[config.mk]
export PLATFORM = sky130hd
export DESIGN_NAME = ps2_host_tx_flat
export DESIGN_NICKNAME = d
export VERILOG_FILES = /design/src/rtl/ps2_pkg.sv /design/src/rtl/ps2_host_tx_if.sv /design/src/rtl/ps2_line_sync.sv /design/src/rtl/ps2_host_tx.sv /design/src/flat_wrapper.sv
export SDC_FILE = /design/constraint.sdc
export NUM_CORES = 1
export LEC_CHECK = 0
export CAP_MARGIN = 20
export CELL_PAD_IN_SITES_DETAIL_PLACEMENT = 2
export CELL_PAD_IN_SITES_GLOBAL_PLACEMENT = 2
export CORE_MARGIN = 2
export CORE_UTILIZATION = 36
export DETAILED_ROUTE_END_ITERATION = 16
export PLACE_DENSITY = 0.84
export SYNTH_ARGS = -nofsm -noshare
export SYNTH_HDL_FRONTEND = slang
export SYNTH_SLANG_ARGS = --single-unit
[constraint.sdc]
create_clock -name clk -period 3.1 [get_ports clk]
set_input_delay 0.62 -clock clk [delete_from_list [all_inputs] [get_ports clk]]
set_output_delay 0.62 -clock clk [all_outputs]
set_load 0.02 [all_outputs]
[src/rtl/ps2_pkg.sv]
// Shared PS/2 definitions: host-tx states, timing defaults
// and the keyboard command bytes.
package ps2_pkg;

  typedef enum logic [2:0] {
    IDLE,
    INHIBIT,
    REQ,
    DATA,
    PARITY,
    STOP,
    ACK
  } state_e;

  localparam int unsigned INHIBIT_DEF = 5000;
  localparam int unsigned TIMEOUT_DEF = 1000000;
  localparam int          TMR_W       = 20;

  localparam logic [7:0] CMD_SET_LED   = 8'hED;
  localparam logic [7:0] CMD_RESET     = 8'hFF;
  localparam logic [7:0] CMD_TYPEMATIC = 8'hF3;

  function automatic logic odd_par(input logic [7:0] b);
    return ~^b;
  endfunction

endpackage

[src/rtl/ps2_host_tx_if.sv]
// Command request/outcome bundle between the requester
// and the PS/2 host transmitter.
interface ps2_host_tx_if;
  logic [7:0] tx_data;
  logic       tx_valid;
  logic       tx_ready;
  logic       tx_done;
  logic       tx_ack_err;
  logic       tx_timeout;

  modport master (
    output tx_data,
    output tx_valid,
    input  tx_ready,
    input  tx_done,
    input  tx_ack_err,
    input  tx_timeout
  );

  modport slave (
    input  tx_data,
    input  tx_valid,
    output tx_ready,
    output tx_done,
    output tx_ack_err,
    output tx_timeout
  );
endinterface

[src/rtl/ps2_line_sync.sv]
// Two-flop synchronizer for the PS/2 pads with a registered
// falling-edge detect on each line.
module ps2_line_sync (
  input  logic clk,
  input  logic resetn,
  input  logic clk_i,
  input  logic dat_i,
  output logic clk_s_o,
  output logic dat_s_o,
  output logic clk_fe_o,
  output logic dat_fe_o
);

  logic [1:0] clk_ff_q;
  logic [1:0] dat_ff_q;
  logic       clk_prev_q;
  logic       dat_prev_q;

  // Reset to the idle-high level so no edge appears after reset
  always_ff @(posedge clk or negedge resetn) begin
    if (!resetn) begin
      clk_ff_q   <= 2'b11;
      dat_ff_q   <= 2'b11;
      clk_prev_q <= 1'b1;
      dat_prev_q <= 1'b1;
    end else begin
      clk_ff_q   <= {clk_ff_q[0], clk_i};
      dat_ff_q   <= {dat_ff_q[0], dat_i};
      clk_prev_q <= clk_ff_q[1];
      dat_prev_q <= dat_ff_q[1];
    end
  end

  assign clk_s_o  = clk_ff_q[1];
  assign dat_s_o  = dat_ff_q[1];
  assign clk_fe_o = clk_prev_q & ~clk_ff_q[1];
  assign dat_fe_o = dat_prev_q & ~dat_ff_q[1];

endmodule

[src/rtl/ps2_host_tx.sv]
// PS/2 host-to-device transmitter: inhibit, start, 8 data bits,
// odd parity, stop, then device acknowledge.
module ps2_host_tx
  import ps2_pkg::*;
#(
  parameter int unsigned INHIBIT_CYCLES = INHIBIT_DEF,
  parameter int unsigned TIMEOUT_CYCLES = TIMEOUT_DEF
) (
  input  logic          clk,
  input  logic          resetn,
  ps2_host_tx_if.slave  tx,
  input  logic          ps2_clk_in,
  input  logic          ps2_dat_in,
  output logic          ps2_clk_drive_low,
  output logic          ps2_dat_drive_low,
  output logic          rx_inhibit
);

  localparam logic [TMR_W-1:0] INH_LD =
    TMR_W'(INHIBIT_CYCLES - 1);
  localparam logic [TMR_W-1:0] TO_LD =
    TMR_W'(TIMEOUT_CYCLES - 1);

  logic clk_s;
  logic dat_s;
  logic clk_fe;
  logic unused_dat_fe;

  ps2_line_sync u_sync (
    .clk      (clk),
    .resetn   (resetn),
    .clk_i    (ps2_clk_in),
    .dat_i    (ps2_dat_in),
    .clk_s_o  (clk_s),
    .dat_s_o  (dat_s),
    .clk_fe_o (clk_fe),
    .dat_fe_o (unused_dat_fe)
  );

  state_e           state_q, state_d;
  logic [7:0]       data_q, data_d;
  logic             par_q, par_d;
  logic [2:0]       bit_q, bit_d;
  logic [TMR_W-1:0] tmr_q, tmr_d;
  logic             clk_dl_q, clk_dl_d;
  logic             dat_dl_q, dat_dl_d;
  logic             done_q, done_d;
  logic             err_q, err_d;
  logic             to_q, to_d;

  logic       wait_dev;
  logic [2:0] bit_nxt;

  assign wait_dev = state_q inside {REQ, DATA, PARITY, STOP, ACK};
  assign bit_nxt  = bit_q + 3'd1;

  always_comb begin
    state_d  = state_q;
    data_d   = data_q;
    par_d    = par_q;
    bit_d    = bit_q;
    tmr_d    = tmr_q;
    clk_dl_d = clk_dl_q;
    dat_dl_d = dat_dl_q;
    done_d   = 1'b0;
    err_d    = 1'b0;
    to_d     = 1'b0;

    unique case (state_q)
      IDLE: begin
        if (tx.tx_valid) begin
          data_d   = tx.tx_data;
          par_d    = odd_par(tx.tx_data);
          bit_d    = 3'd0;
          tmr_d    = INH_LD;
          clk_dl_d = 1'b1;
          dat_dl_d = 1'b0;
          state_d  = INHIBIT;
        end
      end
      INHIBIT: begin
        tmr_d = tmr_q - 1'b1;
        // Start bit goes low on the last inhibit cycle
        if (tmr_q == TMR_W'(1)) dat_dl_d = 1'b1;
        if (tmr_q == '0) begin
          clk_dl_d = 1'b0;
          dat_dl_d = 1'b1;
          tmr_d    = TO_LD;
          state_d  = REQ;
        end
      end
      REQ: begin
        if (clk_fe) begin
          dat_dl_d = ~data_q[0];
          state_d  = DATA;
        end
      end
      DATA: begin
        if (clk_fe) begin
          if (bit_q == 3'd7) begin
            dat_dl_d = ~par_q;
            state_d  = PARITY;
          end else begin
            bit_d    = bit_nxt;
            dat_dl_d = ~data_q[bit_nxt];
          end
        end
      end
      PARITY: begin
        if (clk_fe) begin
          dat_dl_d = 1'b0;
          state_d  = STOP;
        end
      end
      STOP: begin
        if (clk_fe) begin
          if (dat_s) begin
            err_d   = 1'b1;
            state_d = IDLE;
          end else begin
            state_d = ACK;
          end
        end
      end
      ACK: begin
        if (clk_s && dat_s) begin
          done_d  = 1'b1;
          state_d = IDLE;
        end
      end
      default: state_d = IDLE;
    endcase

    if (wait_dev) begin
      if (clk_fe) begin
        tmr_d = TO_LD;
      end else if (tmr_q == '0 && !done_d) begin
        to_d     = 1'b1;
        clk_dl_d = 1'b0;
        dat_dl_d = 1'b0;
        state_d  = IDLE;
      end else begin
        tmr_d = tmr_q - 1'b1;
      end
    end
  end

  always_ff @(posedge clk or negedge resetn) begin
    if (!resetn) begin
      state_q  <= IDLE;
      data_q   <= '0;
      par_q    <= 1'b0;
      bit_q    <= '0;
      tmr_q    <= '0;
      clk_dl_q <= 1'b0;
      dat_dl_q <= 1'b0;
      done_q   <= 1'b0;
      err_q    <= 1'b0;
      to_q     <= 1'b0;
    end else begin
      state_q  <= state_d;
      data_q   <= data_d;
      par_q    <= par_d;
      bit_q    <= bit_d;
      tmr_q    <= tmr_d;
      clk_dl_q <= clk_dl_d;
      dat_dl_q <= dat_dl_d;
      done_q   <= done_d;
      err_q    <= err_d;
      to_q     <= to_d;
    end
  end

  assign tx.tx_ready      = (state_q == IDLE);
  assign tx.tx_done       = done_q;
  assign tx.tx_ack_err    = err_q;
  assign tx.tx_timeout    = to_q;
  assign rx_inhibit       = (state_q != IDLE);
  assign ps2_clk_drive_low = clk_dl_q;
  assign ps2_dat_drive_low = dat_dl_q;

endmodule

[src/flat_wrapper.sv]
// flat-port wrapper written by rule: the top's interface ports become plain ports
module ps2_host_tx_flat import ps2_pkg::*;
#(
  parameter int unsigned INHIBIT_CYCLES = INHIBIT_DEF,
  parameter int unsigned TIMEOUT_CYCLES = TIMEOUT_DEF
)
  (clk, resetn, ps2_clk_in, ps2_dat_in, ps2_clk_drive_low, ps2_dat_drive_low, rx_inhibit, tx_tx_data, tx_tx_valid, tx_tx_ready, tx_tx_done, tx_tx_ack_err, tx_tx_timeout);
  ps2_host_tx_if tx_i ();
  input  logic clk;
  input  logic resetn;
  input  logic ps2_clk_in;
  input  logic ps2_dat_in;
  output logic ps2_clk_drive_low;
  output logic ps2_dat_drive_low;
  output logic rx_inhibit;
  input wire logic [$bits(tx_i.tx_data)-1:0] tx_tx_data;
  input wire logic [$bits(tx_i.tx_valid)-1:0] tx_tx_valid;
  output wire logic [$bits(tx_i.tx_ready)-1:0] tx_tx_ready;
  output wire logic [$bits(tx_i.tx_done)-1:0] tx_tx_done;
  output wire logic [$bits(tx_i.tx_ack_err)-1:0] tx_tx_ack_err;
  output wire logic [$bits(tx_i.tx_timeout)-1:0] tx_tx_timeout;
  assign tx_i.tx_data = tx_tx_data;
  assign tx_i.tx_valid = tx_tx_valid;
  assign tx_tx_ready = tx_i.tx_ready;
  assign tx_tx_done = tx_i.tx_done;
  assign tx_tx_ack_err = tx_i.tx_ack_err;
  assign tx_tx_timeout = tx_i.tx_timeout;
  ps2_host_tx #(.INHIBIT_CYCLES(INHIBIT_CYCLES), .TIMEOUT_CYCLES(TIMEOUT_CYCLES)) u_core (.clk(clk), .resetn(resetn), .tx(tx_i), .ps2_clk_in(ps2_clk_in), .ps2_dat_in(ps2_dat_in), .ps2_clk_drive_low(ps2_clk_drive_low), .ps2_dat_drive_low(ps2_dat_drive_low), .rx_inhibit(rx_inhibit));
endmodule
==> flow_metrics.tcl <==
set metrics [dict create \
    slew_violations 0 \
    fin_setup_tns_ns 0 \
    multi_input_area_um2 1469 \
    cts_tree "built" \
    final_common_cell "nand2_1" \
    powerDensity_nw_per_um2 772.7 \
    ant_nets 0 \
    grt_first_pass_wirelength_mm 14.47 \
    rsz0062_at_grt "no" \
    track_usage_pct 22.34 \
    avgSynthCellArea_um2 8.909 \
    r2r_slack_ns 0.40 \
    clock_skew_ns 0.01186 \
    ir_drop_v 0.0002431 \
    synth_area_um2 2673 \
    totalPowerFinal_uw 2399 \
    layout_common_cells "nand2_1, dfrtp_1, nor2_1, a21oi_1" \
    postCtsHoldBufs 0 \
    regArea_um2 1132 \
    rows 31 \
    yosys_register_bits 45 \
    num-fill-cells 819 \
    htreeDepth 2 \
    fin_nets 342 \
    tightest_slew_ns 0.7781 \
    postCtsResizedCells 0 \
    viasPerCell 5.929 \
    drv_cap 0 \
    routabilityCongestion 0.8480 \
    yosysWarnings 0 \
    fin_hold_ws_ns 0.3078 \
    setup_viol 0 \
    antenna_found_initial 0 \
    drive_gt1_share_pct 9.846 \
    ys_seq_area_share_pct 42.37 \
    path_class "reg -> reg" \
    syn_to_final_growth_pct 16.15 \
    grt_pass1_vias 2661 \
    drtIter0Drc 163 \
    syn-num-nets 318 \
    cts_buffers 5 \
    dp_slack_ns 0.4962 \
    ys_types 58 \
    netlist_instances 300 \
    synth_ff_type "dfrtp_1" \
    cts_root_buf "clkbuf_8" \
    initial_core_util_pct 37.04 \
    vias 2514 \
    cts_setup_buffers 0 \
    period_share_pct 86.95 \
    path_clk_slew_ns 0.10 \
    cts_sinks 45 \
    synth_edf_count 0 \
    post-dp-hpwl_mm 6.288 \
    io_buffers 19 \
    synthDominantCellAreaShare_pct 37.45 \
    clk_path_buf_depth 2 \
    num_antenna_cells 0 \
    async_flop_share_pct 100.0 \
    synth_area_leader_cell "dfrtp_1" \
    clk_latency_ns 0.31 \
    cp-end-kind "flip-flop" \
    worst_slack_ns 0.4045 \
    routed_wl_mm 8.699 \
    overflow 0 \
    clock.fmax_ghz 0.3710 \
    drc 0 \
    dieWidth_um 90.16 \
    grt_max_degree 46 \
    die_height_um 90.16 \
    die_area_um2 8129 \
    cp.arrival_ns 2.89 \
    max_slew_margin_pct 47.69 \
    period_minus_slack_ns 2.696 \
    synth_area_leaders "dfrtp_1, nand2_1, dfstp_2" \
    wl_per_cell_um 20.52 \
    drtPass1Iterations 5 \
    io_pins 20 \
    worstPathRequired_ns 3.30 \
    critPathLaunchType "flip-flop" \
    min_path_type "in -> async" \
    final_hold_viol_count 0 \
    outcome "finished, final reports clean" \
    p_leak_uw 0.001240 \
    crit_fanout 9 \
    core_area_um2 7214 \
]
==> logic make-up (layout without fill, tap and decap cells) <==
logic type	after synthesis	count (layout)	synth area share (%)
buffers and inverters	17	42	2.669
DFF	45	45	42.37
adders and majority gates	5	5	2.341
and+or+nand+nor	133	133	25.33
muxes	4	4	2.481
AOI/OAI and AO/OA	86	86	21.54
xor gates and xnor gates	10	10	3.277
==> final timing paths <==
| check | start | end | cells past startpoint |
|---|---|---|---|
| worst max-delay path | u_core.tmr_q[15] | u_core.tmr_q[15] | 6 |
| worst min-delay path | resetn | u_core.data_q[2] | 1 |
| worst max register to register | u_core.tmr_q[15] | u_core.tmr_q[15] | 6 |
| worst min register to register | u_core.u_sync.clk_ff_q[0] | u_core.u_sync.clk_ff_q[1] | 0 |
| max in group asynchronous | resetn | u_core.u_sync.clk_prev_q | 2 |
| min in group clk | u_core.u_sync.clk_ff_q[0] | u_core.u_sync.clk_ff_q[1] | 0 |
==> per-layer routing <==
layer	part of all wire (%)	GRT usage [%]
met5	0	0
met4	1.4	7.949
met3	3.5	3.018
met2	49	36.97
met1	46	30.03
==> worst max-delay path, cell delays in order (launching register included) <==
cell	delay [ns]
dfrtp_1	0.45
or4_1	0.58
nand4b_4	0.27
or3_1	0.52
nand2_1	0.25
nand2_1	0.14
a311oi_1	0.37
==> cell usage after synthesis (all sizes together) (2+ instances only) <==
master,instances
nand3b,2
or4,3
o21ai,20
nor2b,3
a21oi,22
mux4,2
o21a,3
nand4b,2
o311ai,2
a211oi,2
o32ai,2
nand4,3
o211ai,5
or3,6
nor4,3
a22oi,2
nor3,15
buf,3
a31oi,6
o221ai,2
a22o,3
xnor2,6
o22ai,2
dfstp,5
xor2,4
inv,8
a21o,2
dfrtp,40
clkbuf,6
o31ai,2
o31a,2
and3,3
a211o,3
ha,5
nand2,49
nand3,10
and2,7
a311oi,2
nor2,23
==> flip-flops by register name, indices dropped and copies added (netlist names) <==
register and flops:
u_core.tmr_q 20, u_core.data_q 8, u_core.bit_q 3, u_core.state_q 3, u_core.u_sync.clk_ff_q 2, u_core.u_sync.dat_ff_q 2
u_core.par_q 1, u_core.ps2_clk_drive_low 1, u_core.ps2_dat_drive_low 1, u_core.tx.tx_ack_err 1, u_core.tx.tx_done 1, u_core.tx.tx_timeout 1
u_core.u_sync.clk_prev_q 1
==> final cells by class <==
class	instances	share of cell area, %
well taps	99	3.990
flip-flops and latches	45	36.48
clock buffers	5	2.217
inverters	8	0.9674
repair buffers	26	8.303
multi-input cells	238	47.32
clock inverters	3	0.7255
==> stage by stage <==
stage | utilization (%) | area, µm² | std cells
CTS | 42.65 | 3077 | 423
global route | 43.03 | 3104 | 424
finish | 43.03 | 3104 | 424
global placement | 41.38 | 2985 | 415
floorplan | - | 2673 | 300
detailed placement | 41.38 | 2985 | 415
==> where the power goes <==
group	total (µW)	leakage [µW]	internal [µW]	switching, µW
clock network	393	0.0000481	161	232
registers	986	0.000556	764	221
logic	1020	0.000635	402	618
total	2400	0.00124	1330	1070
Power figures use the tool's default switching activity.
